File: src/rtl/bram_port_arb_pkg.sv
// Shared types and default widths for the two-requester BRAM port arbiter.
package bram_port_arb_pkg;

  localparam int DEF_ADDR_W = 32;
  localparam int DEF_DATA_W = 32;
  localparam int DEF_LEN_W  = 8;
  localparam int WE_W       = 4;

  typedef enum logic [1:0] {
    ST_IDLE = 2'd0,
    ST_OWN0 = 2'd1,
    ST_OWN1 = 2'd2
  } arb_state_e;

endpackage

File: src/rtl/bram_port_arb_rr.sv
// Two-way round-robin pick: one-hot grant choice from two requests and a priority pointer.
module bram_rr_pick2 (
  input  logic [1:0] req_i,
  input  logic       ptr_i,
  output logic [1:0] pick_o
);

  // ptr_i = 0 favours requester 0, ptr_i = 1 favours requester 1
  always_comb begin
    pick_o = 2'b00;
    if (req_i == 2'b11) begin
      pick_o = ptr_i ? 2'b10 : 2'b01;
    end else begin
      pick_o = req_i;
    end
  end

endmodule

File: src/rtl/bram_port_arb.sv
// Burst arbiter sharing one BRAM port between the cnn core (m0) and the host loader (m1).
module bram_port_arb
  import bram_port_arb_pkg::*;
#(
  parameter int ADDR_W = DEF_ADDR_W,
  parameter int DATA_W = DEF_DATA_W,
  parameter int LEN_W  = DEF_LEN_W
) (
  input  logic              clk,
  input  logic              rst,
  input  logic              m0_req,
  input  logic [LEN_W-1:0]  m0_len,
  input  logic [ADDR_W-1:0] m0_addr,
  input  logic [WE_W-1:0]   m0_we,
  input  logic [DATA_W-1:0] m0_din,
  output logic              m0_gnt,
  output logic              m0_rvalid,
  output logic [DATA_W-1:0] m0_rdata,
  output logic              m0_done,
  input  logic              m1_req,
  input  logic [LEN_W-1:0]  m1_len,
  input  logic [ADDR_W-1:0] m1_addr,
  input  logic [WE_W-1:0]   m1_we,
  input  logic [DATA_W-1:0] m1_din,
  output logic              m1_gnt,
  output logic              m1_rvalid,
  output logic [DATA_W-1:0] m1_rdata,
  output logic              m1_done,
  output logic [ADDR_W-1:0] BRAM_ADDR,
  output logic [WE_W-1:0]   BRAM_WE,
  output logic              BRAM_EN,
  output logic [DATA_W-1:0] BRAM_DIN,
  input  logic [DATA_W-1:0] BRAM_DOUT
);

  arb_state_e       state_q, state_d;
  logic             ptr_q, ptr_d;
  logic [LEN_W-1:0] cnt_q, cnt_d;
  logic [LEN_W-1:0] len_q, len_d;
  logic             rd_vld_q, rd_tag_q;
  logic             done0_q, done1_q;

  logic             own0, own1, beat0, beat1, beat, last;
  logic [1:0]       pick;
  logic             other_req;
  arb_state_e       other_st;
  logic [LEN_W-1:0] other_len, own_len;

  bram_rr_pick2 u_pick (
    .req_i  ({m1_req, m0_req}),
    .ptr_i  (ptr_q),
    .pick_o (pick)
  );

  assign own0  = (state_q == ST_OWN0);
  assign own1  = (state_q == ST_OWN1);
  assign beat0 = own0 & m0_req;
  assign beat1 = own1 & m1_req;
  assign beat  = beat0 | beat1;
  assign last  = beat && (cnt_q == len_q);

  assign other_req = own0 ? m1_req : m0_req;
  assign other_st  = own0 ? ST_OWN1 : ST_OWN0;
  assign other_len = own0 ? m1_len : m0_len;
  assign own_len   = own0 ? m0_len : m1_len;

  always_comb begin
    state_d = state_q;
    ptr_d   = ptr_q;
    cnt_d   = cnt_q;
    len_d   = len_q;
    case (state_q)
      ST_IDLE: begin
        if (pick[0]) begin
          state_d = ST_OWN0;
          len_d   = m0_len;
          cnt_d   = '0;
        end else if (pick[1]) begin
          state_d = ST_OWN1;
          len_d   = m1_len;
          cnt_d   = '0;
        end
      end
      ST_OWN0, ST_OWN1: begin
        if (last) begin
          ptr_d = own0;
          cnt_d = '0;
          if (other_req) begin
            state_d = other_st;
            len_d   = other_len;
          end else begin
            len_d   = own_len;
          end
        end else if (beat) begin
          cnt_d = cnt_q + 1'b1;
        end else if (cnt_q == '0) begin
          // A burst that has issued no beat yet is not held: an owner that
          // lets go right after a handoff would otherwise lock the port.
          if (other_req) begin
            state_d = other_st;
            len_d   = other_len;
          end else begin
            state_d = ST_IDLE;
          end
        end
      end
      default: state_d = ST_IDLE;
    endcase
  end

  always_comb begin
    m0_gnt    = beat0;
    m1_gnt    = beat1;
    BRAM_EN   = beat;
    BRAM_ADDR = '0;
    BRAM_WE   = '0;
    BRAM_DIN  = '0;
    if (beat0) begin
      BRAM_ADDR = m0_addr;
      BRAM_WE   = m0_we;
      BRAM_DIN  = m0_din;
    end else if (beat1) begin
      BRAM_ADDR = m1_addr;
      BRAM_WE   = m1_we;
      BRAM_DIN  = m1_din;
    end
  end

  always_ff @(posedge clk or posedge rst) begin
    if (rst) begin
      state_q  <= ST_IDLE;
      ptr_q    <= 1'b0;
      cnt_q    <= '0;
      len_q    <= '0;
      rd_vld_q <= 1'b0;
      rd_tag_q <= 1'b0;
      done0_q  <= 1'b0;
      done1_q  <= 1'b0;
    end else begin
      state_q  <= state_d;
      ptr_q    <= ptr_d;
      cnt_q    <= cnt_d;
      len_q    <= len_d;
      rd_vld_q <= beat && (BRAM_WE == '0);
      rd_tag_q <= beat1;
      done0_q  <= last & own0;
      done1_q  <= last & own1;
    end
  end

  // Read data is broadcast; the registered tag steers rvalid to the issuer.
  assign m0_rvalid = rd_vld_q & ~rd_tag_q;
  assign m1_rvalid = rd_vld_q &  rd_tag_q;
  assign m0_rdata  = BRAM_DOUT;
  assign m1_rdata  = BRAM_DOUT;
  assign m0_done   = done0_q;
  assign m1_done   = done1_q;

endmodule

File: config.mk
export PLATFORM = sky130hd
export DESIGN_NAME = bram_port_arb
export DESIGN_NICKNAME = d
export VERILOG_FILES = /design/src/rtl/bram_port_arb_pkg.sv /design/src/rtl/bram_port_arb_rr.sv /design/src/rtl/bram_port_arb.sv
export SDC_FILE = /design/constraint.sdc
export NUM_CORES = 1
export LEC_CHECK = 0
export ABC_AREA = 1
export CAP_MARGIN = 10
export CORE_AREA = 2 2 127 129
export CTS_BUF_LIST = sky130_fd_sc_hd__clkbuf_4
export DETAILED_ROUTE_END_ITERATION = 8
export DIE_AREA = 0 0 129 131
export GPL_TIMING_DRIVEN = 1
export PLACE_DENSITY_LB_ADDON = 0.25
export RECOVER_POWER = 100
export REMOVE_ABC_BUFFERS = 1
export SLEW_MARGIN = 20
export SYNTH_ARGS = -nofsm -noshare
export SYNTH_HDL_FRONTEND = slang
export SYNTH_SLANG_ARGS = --single-unit
File: constraint.sdc
create_clock -name clk -period 2.75 [get_ports clk]
set_clock_uncertainty 0.1 [all_clocks]
set_input_delay 0.55 -clock clk [delete_from_list [all_inputs] [get_ports clk]]
set_output_delay 0.55 -clock clk [all_outputs]
set_load 0.005 [all_outputs]
==> Word-level counts from Yosys, hierarchy flattened <==
Index checks and enable logic that the tools add are counted.
{ "totals": {"regBits": 23, "word_cells": 71} }
{ "classes": {"n_reduce_logical": 11, "muxes": 33, "n_bitwise": 8, "eq_ne": 10, "add_sub_neg": 1} }
{ "ops": {"columns": ["op", "n"], "rows": [
  ["32-bit 2-to-1 mux", 4],
  ["8-bit 2-to-1 mux", 13],
  ["8-bit one-hot mux with 2 select lines", 2],
  ["2-bit 2-to-1 mux", 10],
  ["3-bit inequality test (second input constant)", 6],
  ["8-bit by 1-bit adder with 8-bit output (second input constant)", 1],
  ["8-bit == test", 1],
  ["8-bit logical NOT", 1],
  ["4-bit 2-to-1 mux", 2],
  ["1-bit AND", 6],
  ["5-bit AND reduction", 1],
  ["2-bit == test (second input constant)", 2],
  ["4-bit logical NOT", 1],
  ["2-bit one-hot mux with 2 select lines", 1],
  ["4-bit AND reduction", 1],
  ["3-bit AND reduction", 1],
  ["2-bit by 1-bit == test with 1-bit output (second input constant)", 1],
  ["1-bit logical AND", 2],
  ["2-bit logical NOT", 1],
  ["2-bit AND reduction", 1],
  ["2-bit nonzero test", 1],
  ["2-bit OR reduction", 1],
  ["1-bit 2-to-1 mux", 1],
  ["1-bit NOT", 1],
  ["1-bit OR", 1]
]} }

==> Depth between registers and ports, before layout <==
Gate-level depths: netlist of run 1.
{ "logic_depth": {"ltp_word": 7, "mapped_depth": 12} }

==> Modules after synthesis <==
Synthesis of run 1 repeated with hierarchy kept, for this count alone.
{ "unflattened": {"cells_unflattened": 572, "area_unflattened_um2": 3298.2} }
{ "modules_own_cells": {"columns": ["module", "area_each_um2", "cells_each", "seq_area_each_um2", "n_inst"], "rows": [
  ["bram_port_arb", 3276.9, 567, 575.6, 1],
  ["bram_rr_pick2", 21.3, 5, 0.0, 1]
]} }

==> Least setup slack after synthesis of run 1 <==
No wires, ideal clock.
{ "synth_path": {"path_type": "register -> output", "startpoint": "reg state_q[1]", "endpoint": "out BRAM_ADDR[10]", "setup_slack_ns": 0.582, "arrival_ns": 1.518, "path_stages_with_launch": 8, "n_path_buf": 2, "cell_sequence": "dfrtp_1 -> inv_1 -> ha_1 -> nand2_4 -> clkbuf_1 -> clkbuf_1 -> nand3_1 -> nand2_1"} }
{ "synth_via": {"word_cells_on_any_way": 6, "classes_between": "eq/ne: 2; mux: 2; bitwise: 2"} }
{ "synth_rtl": {"columns": ["item", "line_no", "text"], "rows": [
  ["start: declaration", "bram_port_arb.sv:36", "arb_state_e state_q, state_d;"],
  ["start signal: assignment", "bram_port_arb.sv:140", "state_q <= state_d;"],
  ["2-bit by 1-bit == test with 1-bit output", "bram_port_arb.sv:55", "assign own0 = (state_q == ST_OWN0);"],
  ["net own0", "bram_port_arb.sv:43", "logic own0, own1, beat0, beat1, beat, last;"],
  ["1-bit AND", "bram_port_arb.sv:57", "assign beat0 = own0 & m0_req;"],
  ["32-bit 2-to-1 mux", "bram_port_arb.sv:118", "if (beat0) begin"],
  ["end: declaration", "bram_port_arb.sv:29", "output logic [ADDR_W-1:0] BRAM_ADDR,"]
]} }
The timed path passes the listed nets, and every way through them passes these cells.

==> Worst setup path in the final report of run 1 <==
{ "layout_path": {"startpoint": "reg state_q[0]", "endpoint": "out BRAM_WE[1]"} }
{ "layout_via": {"word_cells_on_any_way": 6, "classes_between": "eq/ne: 2; mux: 2; bitwise: 2"} }
{ "layout_rtl": {"columns": ["item", "line_no", "text"], "rows": [
  ["2-bit by 1-bit == test with 1-bit output", "bram_port_arb.sv:55", null],
  ["net own0", "bram_port_arb.sv:43", null],
  ["1-bit AND", "bram_port_arb.sv:57", null],
  ["4-bit 2-to-1 mux", "bram_port_arb.sv:118", null],
  ["end: declaration", "bram_port_arb.sv:30", "output logic [WE_W-1:0] BRAM_WE,"]
]} }
The timed path passes the listed nets, and every way through them passes these cells.

==> results of run 1 <==
## cell type report
cell class                 count  area, sq um  share of cell area [%]
timing repair buffer         283         3000                    49.8
clock buffer                   3         22.5                   0.374
antenna                        1         2.50                  0.0415
sequential                    23          576                    9.55
tap                          216          270                    4.48
multi-input combinational    413         1990                    33.0
clock inverter                 1         5.00                  0.0830
inverter                      40          166                    2.76
## worst reg2reg max path, delay by kind of cell, from the launching register on
kind                       cells  cell delay [ns]
DFF                            1             0.43
and+or+nand+nor                6             0.98
buffers and inverters          4             0.56
adders and majority gates      1             0.15
## placed cells by master, fill, tap and decap left out, types with 9 or more instances in the layout
| master | count |
|---|---|
| clkdlybuf4s50_1 | 156 |
| buf_4 | 32 |
| o21ai_0 | 21 |
| nand2_1 | 221 |
| dfrtp_1 | 23 |
| inv_1 | 31 |
| dlygate4sd2_1 | 32 |
| nand2_2 | 9 |
| dlymetal6s2s_1 | 31 |
| nor2_1 | 13 |
| nand3_1 | 99 |
| buf_12 | 10 |
## final timing paths
| path | startpoint | endpoint | slack [ns] | cells past startpoint |
|---|---|---|---|---|
| min reg2reg | len_q[6]$_DFFE_PP0P_ | len_q[6]$_DFFE_PP0P_ | 0.41 | 2 |
| min | len_q[6]$_DFFE_PP0P_ | len_q[6]$_DFFE_PP0P_ | 0.41 | 2 |
| max | state_q[0]$_DFFE_PP0P_ | BRAM_WE[1] | 0.08 | 8 |
| min in group asynchronous | rst | rd_tag_q$_DFF_PP0_ | 0.98 | 3 |
| max in group asynchronous | rst | len_q[7]$_DFFE_PP0P_ | 0.78 | 3 |
| max reg2reg | state_q[0]$_DFFE_PP0P_ | cnt_q[6]$_DFFE_PP0P_ | 0.43 | 11 |
## kinds of logic after synthesis
| logic type | Yosys count | synth area share (%) |
|---|---|---|
| simple gates | 360 | 48.1 |
| buf+inv | 132 | 23.0 |
| compound gates | 41 | 7.55 |
| fa+ha+maj | 6 | 2.28 |
| xor+xnor | 6 | 1.59 |
| flops | 23 | 17.5 |
## state kept, by name, indices dropped and copies added, names as in the netlist
name,flops
rd_vld_q,1
m1_done,1
state_q,2
cnt_q,8
m0_done,1
rd_tag_q,1
ptr_q,1
len_q,8
## report_power, final
| group | internal, mW | total [mW] | switching, mW |
|---|---|---|---|
| combinational | 1.44 | 2.99 | 1.55 |
| sequential | 0.448 | 0.532 | 0.0841 |
| clock | 0.0545 | 0.172 | 0.117 |
## stage by stage
stage                     cells  hold WS, ns  total power [mW]  worst slack, ns  TNS [ns]
after floorplan             476        0.363              1.99           -0.675    -42.00
after global placement      946        0.377              3.31           -0.146     -6.28
after detailed placement    946        0.383              3.31           -0.172     -7.53
after CTS                   968        0.417              3.72          -0.0953     -2.50
after global routing        980        0.444              4.05          -0.0252   -0.0329
final                       980        0.411              3.69           0.0781         0
## per-layer routing
layer  track usage, %  wire length, um  up-vias
met4             1.41              124        4
li1                 -                -     2140
met1             22.2             6660     1940
met5             6.76              124        -
met2             32.6             8670      212
met3             11.9             2250       10
## timing repair
action                                  4_1_cts  5_1_grt
pin swaps                                     1        1
endpoints found under the setup margin       69       34
cloned                                        7        0
resized for setup                            50       60
hold endpoints to repair                      0        0
buffers inserted                             11       11
==> results.sh, run 1 <==
export IMPL_status="finished clean"
export IMPL_area_growth_pct=82.9
export IMPL_max_freq_mhz=374
export IMPL_grt_max_degree=24
export IMPL_crit_type="reg2out"
export IMPL_grt_ovfl_total=0
export IMPL_grt_pass1_wl_mm=24.7
export IMPL_cts_tree="done"
export IMPL_crit_buf_inv=4
export IMPL_placed_cell_area_sq_um=5540
export IMPL_cts_hold_buf=0
export IMPL_relSlewSlack_pct=10.5
export IMPL_synthMostInstantiatedCell="nand2_1"
export IMPL_hold_viol=0
export IMPL_fin_crit_ns=2.67
export IMPL_wl_per_cell_um=18.2
export IMPL_drv_slew=0
export IMPL_die_area_sq_um=16900
export IMPL_viasPerCell=4.39
export IMPL_fp_dieW_um=129
export IMPL_max_cap_violations=0
export IMPL_clock_sinks=23
export IMPL_gp_congestion=0.819
export IMPL_p_leak_nw=3.45
export IMPL_synth_top_area_share_pct=25.7
export IMPL_io_buffers=230
export IMPL_ys_warn_count=0
export IMPL_synthTopCellsByArea="nand2_1 26%, dfrtp_1 17%, buf_4 15%, nand3_1 15%, inv_1 4.0%"
export IMPL_ys_async_sr_fraction_pct=100
export IMPL_io_pins=327
export IMPL_wirelength_mm=17.8
export IMPL_setup_viol=0
export IMPL_grt_pass1_vias=4082
export IMPL_initial_core_util_pct=21.1
export IMPL_die_y_um=131
export IMPL_filler_cell_count=1688
export IMPL_critical_path_max_stage_delay_ns=0.44
export IMPL_synth_edf_count=0
export IMPL_firstDrtPassIters=4
export IMPL_syn_area_sq_um=3300
export IMPL_drc=0
export IMPL_nets=958
export IMPL_final_core_util_pct=38.7
export IMPL_crit_family="buffers and inverters"
export IMPL_slowest_stage="dfrtp_1"
export IMPL_path_clk_slew_ns=0.15
export IMPL_grt_use_total_pct=19.6
export IMPL_cts_root_buf="clkbuf_4"
export IMPL_cp_max_fo=5
export IMPL_avgSynthCellArea_sq_um=5.80
export IMPL_clock_latency_ns=0.33
export IMPL_antenna_left=0
export IMPL_fin_area_sq_um=6030
export IMPL_antenna_found_initial=1
export IMPL_tightest_slew_ns=1.34
export IMPL_cp_arrival_ns=2.02
export IMPL_drt_iter0_markers=182
export IMPL_cellPowerDensity_nw_per_um2=613
export IMPL_period_share_pct=97.2
export IMPL_synth_seq_cells=23
export IMPL_hp_class="reg2reg"
export IMPL_path_cells="buf_6 > ha_4 > nand2_8 > buf_4 > bufbuf_16 > nand3_1 > nand2_1 > dlygate4sd2_1"
export IMPL_via_count=4306
export IMPL_worstPathRequired_ns=2.10
export IMPL_start_kind="register"
export IMPL_ir_drop_mv=0.227
export IMPL_synth_main_ff_cell="dfrtp_1"
export IMPL_syn_instance_count=568
export IMPL_rows=46
export IMPL_yosysSeqAreaShare_pct=17.5
export IMPL_core_sq_um=15600
export IMPL_drive_above_1_share_pct=12.8
export IMPL_synth_distinct_cells=34
export IMPL_numCtsBuffers=3
export IMPL_ctsHtreeMaxLevel=1
export IMPL_yosysTopAreaCell="nand2_1"
export IMPL_netlist_top_cells_count="226 x nand2_1, 98 x nand3_1, 66 x buf_4"
export IMPL_cts_buffer_depth=2
export IMPL_cp_end_kind="output pin"
export IMPL_rsz0062_at_grt="true"
export IMPL_hpwl_mm=14.1
No activity file was read; power rests on OpenSTA's default activity.
==> inputs of run 2 (changes only) <==
SYNTH_HIERARCHICAL = 1   (was not set)
==> run 2 against run 1 <==
  * Count of clock-buffer cells in the layout rose by 1
  * Sequential share of layout area rose by 0.11 points
  * Non-clock buffer count fell by 2
  * Design area fell by 0.89%
  * Largest power group unchanged
  * Die area did not move
  * Register-to-register slack got worse by 0.14 ns
  * Fmax rose by 0.75%
  * Largest cell class unchanged
  * Setup slack improved by 0.020 ns
  * Critical path type unchanged
  * Sequential power rose by 2%
==> results.sh, run 2 <==
export IMPL_clockPowerShare_pct=4.7
export IMPL_cts_tree="done"
export IMPL_io_buffers=230
export IMPL_finalPower_mw=3.69
export IMPL_hpwl_mm=14.3
export IMPL_die_area_sq_um=16900
export IMPL_numCtsBuffers=3
export IMPL_setup_viol=0
export IMPL_critical_path_max_stage_delay_ns=0.51
export IMPL_clock_latency_ns=0.32
export IMPL_power_share_combinational_pct=80.7
export IMPL_syn_instance_count=572
export IMPL_cp_arrival_ns=2.00
export IMPL_cp_max_fo=5
export IMPL_grt_use_total_pct=19.8
export IMPL_gp_congestion=0.822
export IMPL_crit_type="reg2out"
export IMPL_core_sq_um=15600
export IMPL_period_share_pct=96.4
export IMPL_area_growth_pct=81.2
export IMPL_ys_warn_count=6
export IMPL_grt_max_degree=24
export IMPL_viasPerCell=4.32
export IMPL_hold_viol=0
export IMPL_fin_crit_ns=2.65
export IMPL_yosysSeqAreaShare_pct=17.5
export IMPL_tightest_slew_ns=1.36
export IMPL_slowest_stage="clkdlybuf4s50_1"
export IMPL_max_cap_violations=0
export IMPL_cp_end_kind="output pin"
export IMPL_nets=959
export IMPL_avgSynthCellArea_sq_um=5.77
export IMPL_synth_main_ff_cell="dfrtp_1"
export IMPL_synth_distinct_cells=30
export IMPL_synthMostInstantiatedCell="nand2_1"
export IMPL_wirelength_mm=18.1
export IMPL_antenna_found_initial=2
export IMPL_power_frac_seq_pct=14.6
export IMPL_synth_top_area_share_pct=24.7
export IMPL_grt_met2_usage_pct=33.8
export IMPL_initial_core_util_pct=21.1
export IMPL_path_cells="inv_2 > ha_4 > nand2_4 > inv_6 > buf_12 > nand3_1 > nand2_2 > clkdlybuf4s50_1"
export IMPL_grt_pass1_vias=4140
export IMPL_synthTopCellsByArea="nand2_1 25%, dfrtp_1 17%, buf_4 15%, nand3_1 15%, o21ai_0 4.4%"
export IMPL_filler_cell_count=1680
export IMPL_netlist_top_cells_count="217 x nand2_1, 96 x nand3_1, 65 x buf_4"
export IMPL_antenna_left=0
export IMPL_cts_root_buf="clkbuf_4"
export IMPL_switching_share_pct=47.8
export IMPL_drive_above_1_share_pct=11.5
export IMPL_cts_buffer_depth=2
export IMPL_final_common_cell="nand2_1"
export IMPL_synth_seq_cells=23
export IMPL_syn_area_sq_um=3300
export IMPL_p_sw_mw=1.76
export IMPL_via_count=4247
export IMPL_final_core_util_pct=38.3
export IMPL_intPower_mw=1.93
export IMPL_wl_per_cell_um=18.4
export IMPL_p_leak_nw=3.10
export IMPL_grtUsageMet1_pct=22.0
export IMPL_worstPathRequired_ns=2.10
export IMPL_cellPowerDensity_nw_per_um2=618
export IMPL_die_y_um=131
export IMPL_clock_sinks=23
export IMPL_final_cell_mix="216 x nand2_1, 155 x clkdlybuf4s50_1, 95 x nand3_1"
export IMPL_gr_max_usage_layer="met2"
export IMPL_firstDrtPassIters=4
export IMPL_start_kind="register"
export IMPL_relSlewSlack_pct=9.41
export IMPL_yosysTopAreaCell="nand2_1"
export IMPL_grt_ovfl_total=0
export IMPL_drv_slew=0
export IMPL_rows=46
export IMPL_reg2reg_depth=16
export IMPL_hp_class="reg2reg"
export IMPL_ir_drop_mv=0.294
export IMPL_tns_ns=0
export IMPL_grt_use_met3_pct=11.1
export IMPL_synth_edf_count=0
export IMPL_status="finished clean"
export IMPL_rsz0062_at_grt="true"
export IMPL_cts_hold_buf=0
export IMPL_hold_depth=2
export IMPL_setup_slack_ns=0.0979
export IMPL_path_clk_slew_ns=0.14
export IMPL_pre_cts_slack_ns=-0.194
export IMPL_ys_async_sr_fraction_pct=100
export IMPL_drc=0
export IMPL_fp_dieW_um=129
export IMPL_io_pins=327
export IMPL_drt_iter0_markers=197
export IMPL_max_freq_mhz=377
export IMPL_grt_pass1_wl_mm=25.0
export IMPL_ctsHtreeMaxLevel=1
export IMPL_reg_top3="cnt_q x8, len_q x8, state_q x2"
## run 2: cells by family (layout without fill, tap and decap cells)
kind of cell             count (synthesis)  after routing  share of synthesized area (%)
adder cells (fa/ha/maj)                  6              6                           2.28
other                                    0              2                              0
buffers and inverters                  136            328                           23.3
AND/OR/NAND/NOR                        351            351                           47.3
XOR/XNOR                                 6              6                           1.59
flip-flops                              23             23                           17.5
AO/OA/AOI/OAI                           50             50                           8.04
## run 2: timing repair
item	CTS	global route
endpoints found under the setup margin	69	28
cloned	4	3
setup buffers	6	12
hold endpoints to repair	0	0
resized for setup	59	48
## run 2: power groups by stage
stage | Sequential (mW) | Combinational, mW | Clock (mW)
2_1_floorplan | 0.519 | 1.50 | 0
3_5_place_dp | 0.544 | 2.81 | 0
5_1_grt | 0.555 | 3.32 | 0.204
3_3_place_gp | 0.543 | 2.81 | 0
4_1_cts | 0.541 | 2.93 | 0.185
6_report | 0.540 | 2.98 | 0.174
## run 2: worst paths after layout
path	startpoint	endpoint	slack [ns]
worst min register to register	len_q[6]$_DFFE_PP0P_	len_q[6]$_DFFE_PP0P_	0.41
worst max-delay path	state_q[0]$_DFFE_PP0P_	BRAM_WE[3]	0.1
max in group asynchronous	rst	state_q[0]$_DFFE_PP0P_	0.67
min in group asynchronous	rst	rd_vld_q$_DFF_PP0_	1.00
worst min-delay path	len_q[6]$_DFFE_PP0P_	len_q[6]$_DFFE_PP0P_	0.41
worst max register to register	state_q[1]$_DFFE_PP0P_	len_q[6]$_DFFE_PP0P_	0.29
## run 2: area by class of cell
class                      count  area (sq um)  share of cell area (%)
inverter                      43           174                    2.91
timing repair buffer         281          2930                    49.0
clock buffer                   4          30.0                   0.503
tap                          216           270                    4.52
sequential                    23           577                    9.65
antenna                        2          5.00                  0.0838
multi-input combinational    413          1990                    33.4
## run 2: worst max-delay path, delay by kind of cell, from the launching register on
kind	cells	cell delay, ns
adder cells (fa/ha/maj)	1	0.15
buffers and inverters	4	0.80
flip-flops	1	0.47
AND/OR/NAND/NOR	3	0.26
## run 2: per-layer routing
| layer | share of wire (%) | up-vias |
|---|---|---|
| li1 | - | 2141 |
| met1 | 38 | 1874 |
| met2 | 49 | 222 |
| met3 | 12 | 8 |
| met4 | 0.27 | 2 |
| met5 | 0.51 | - |
## run 2: per-stage QoR
step | instance area, sq um | hold slack (ns) | instances
final | 5980 | 0.414 | 982
after global routing | 5980 | 0.431 | 982
after CTS | 5780 | 0.421 | 965
after detailed placement | 5570 | 0.389 | 951
after global placement | 5570 | 0.388 | 951
after floorplan | 2690 | 0.363 | 479
==> inputs of run 3 (changes only) <==
CTS_CLUSTER_DIAMETER = 30   (was not set)
==> results of run 3 <==
Final layout, timing and power as in run 2 (identical DEF).
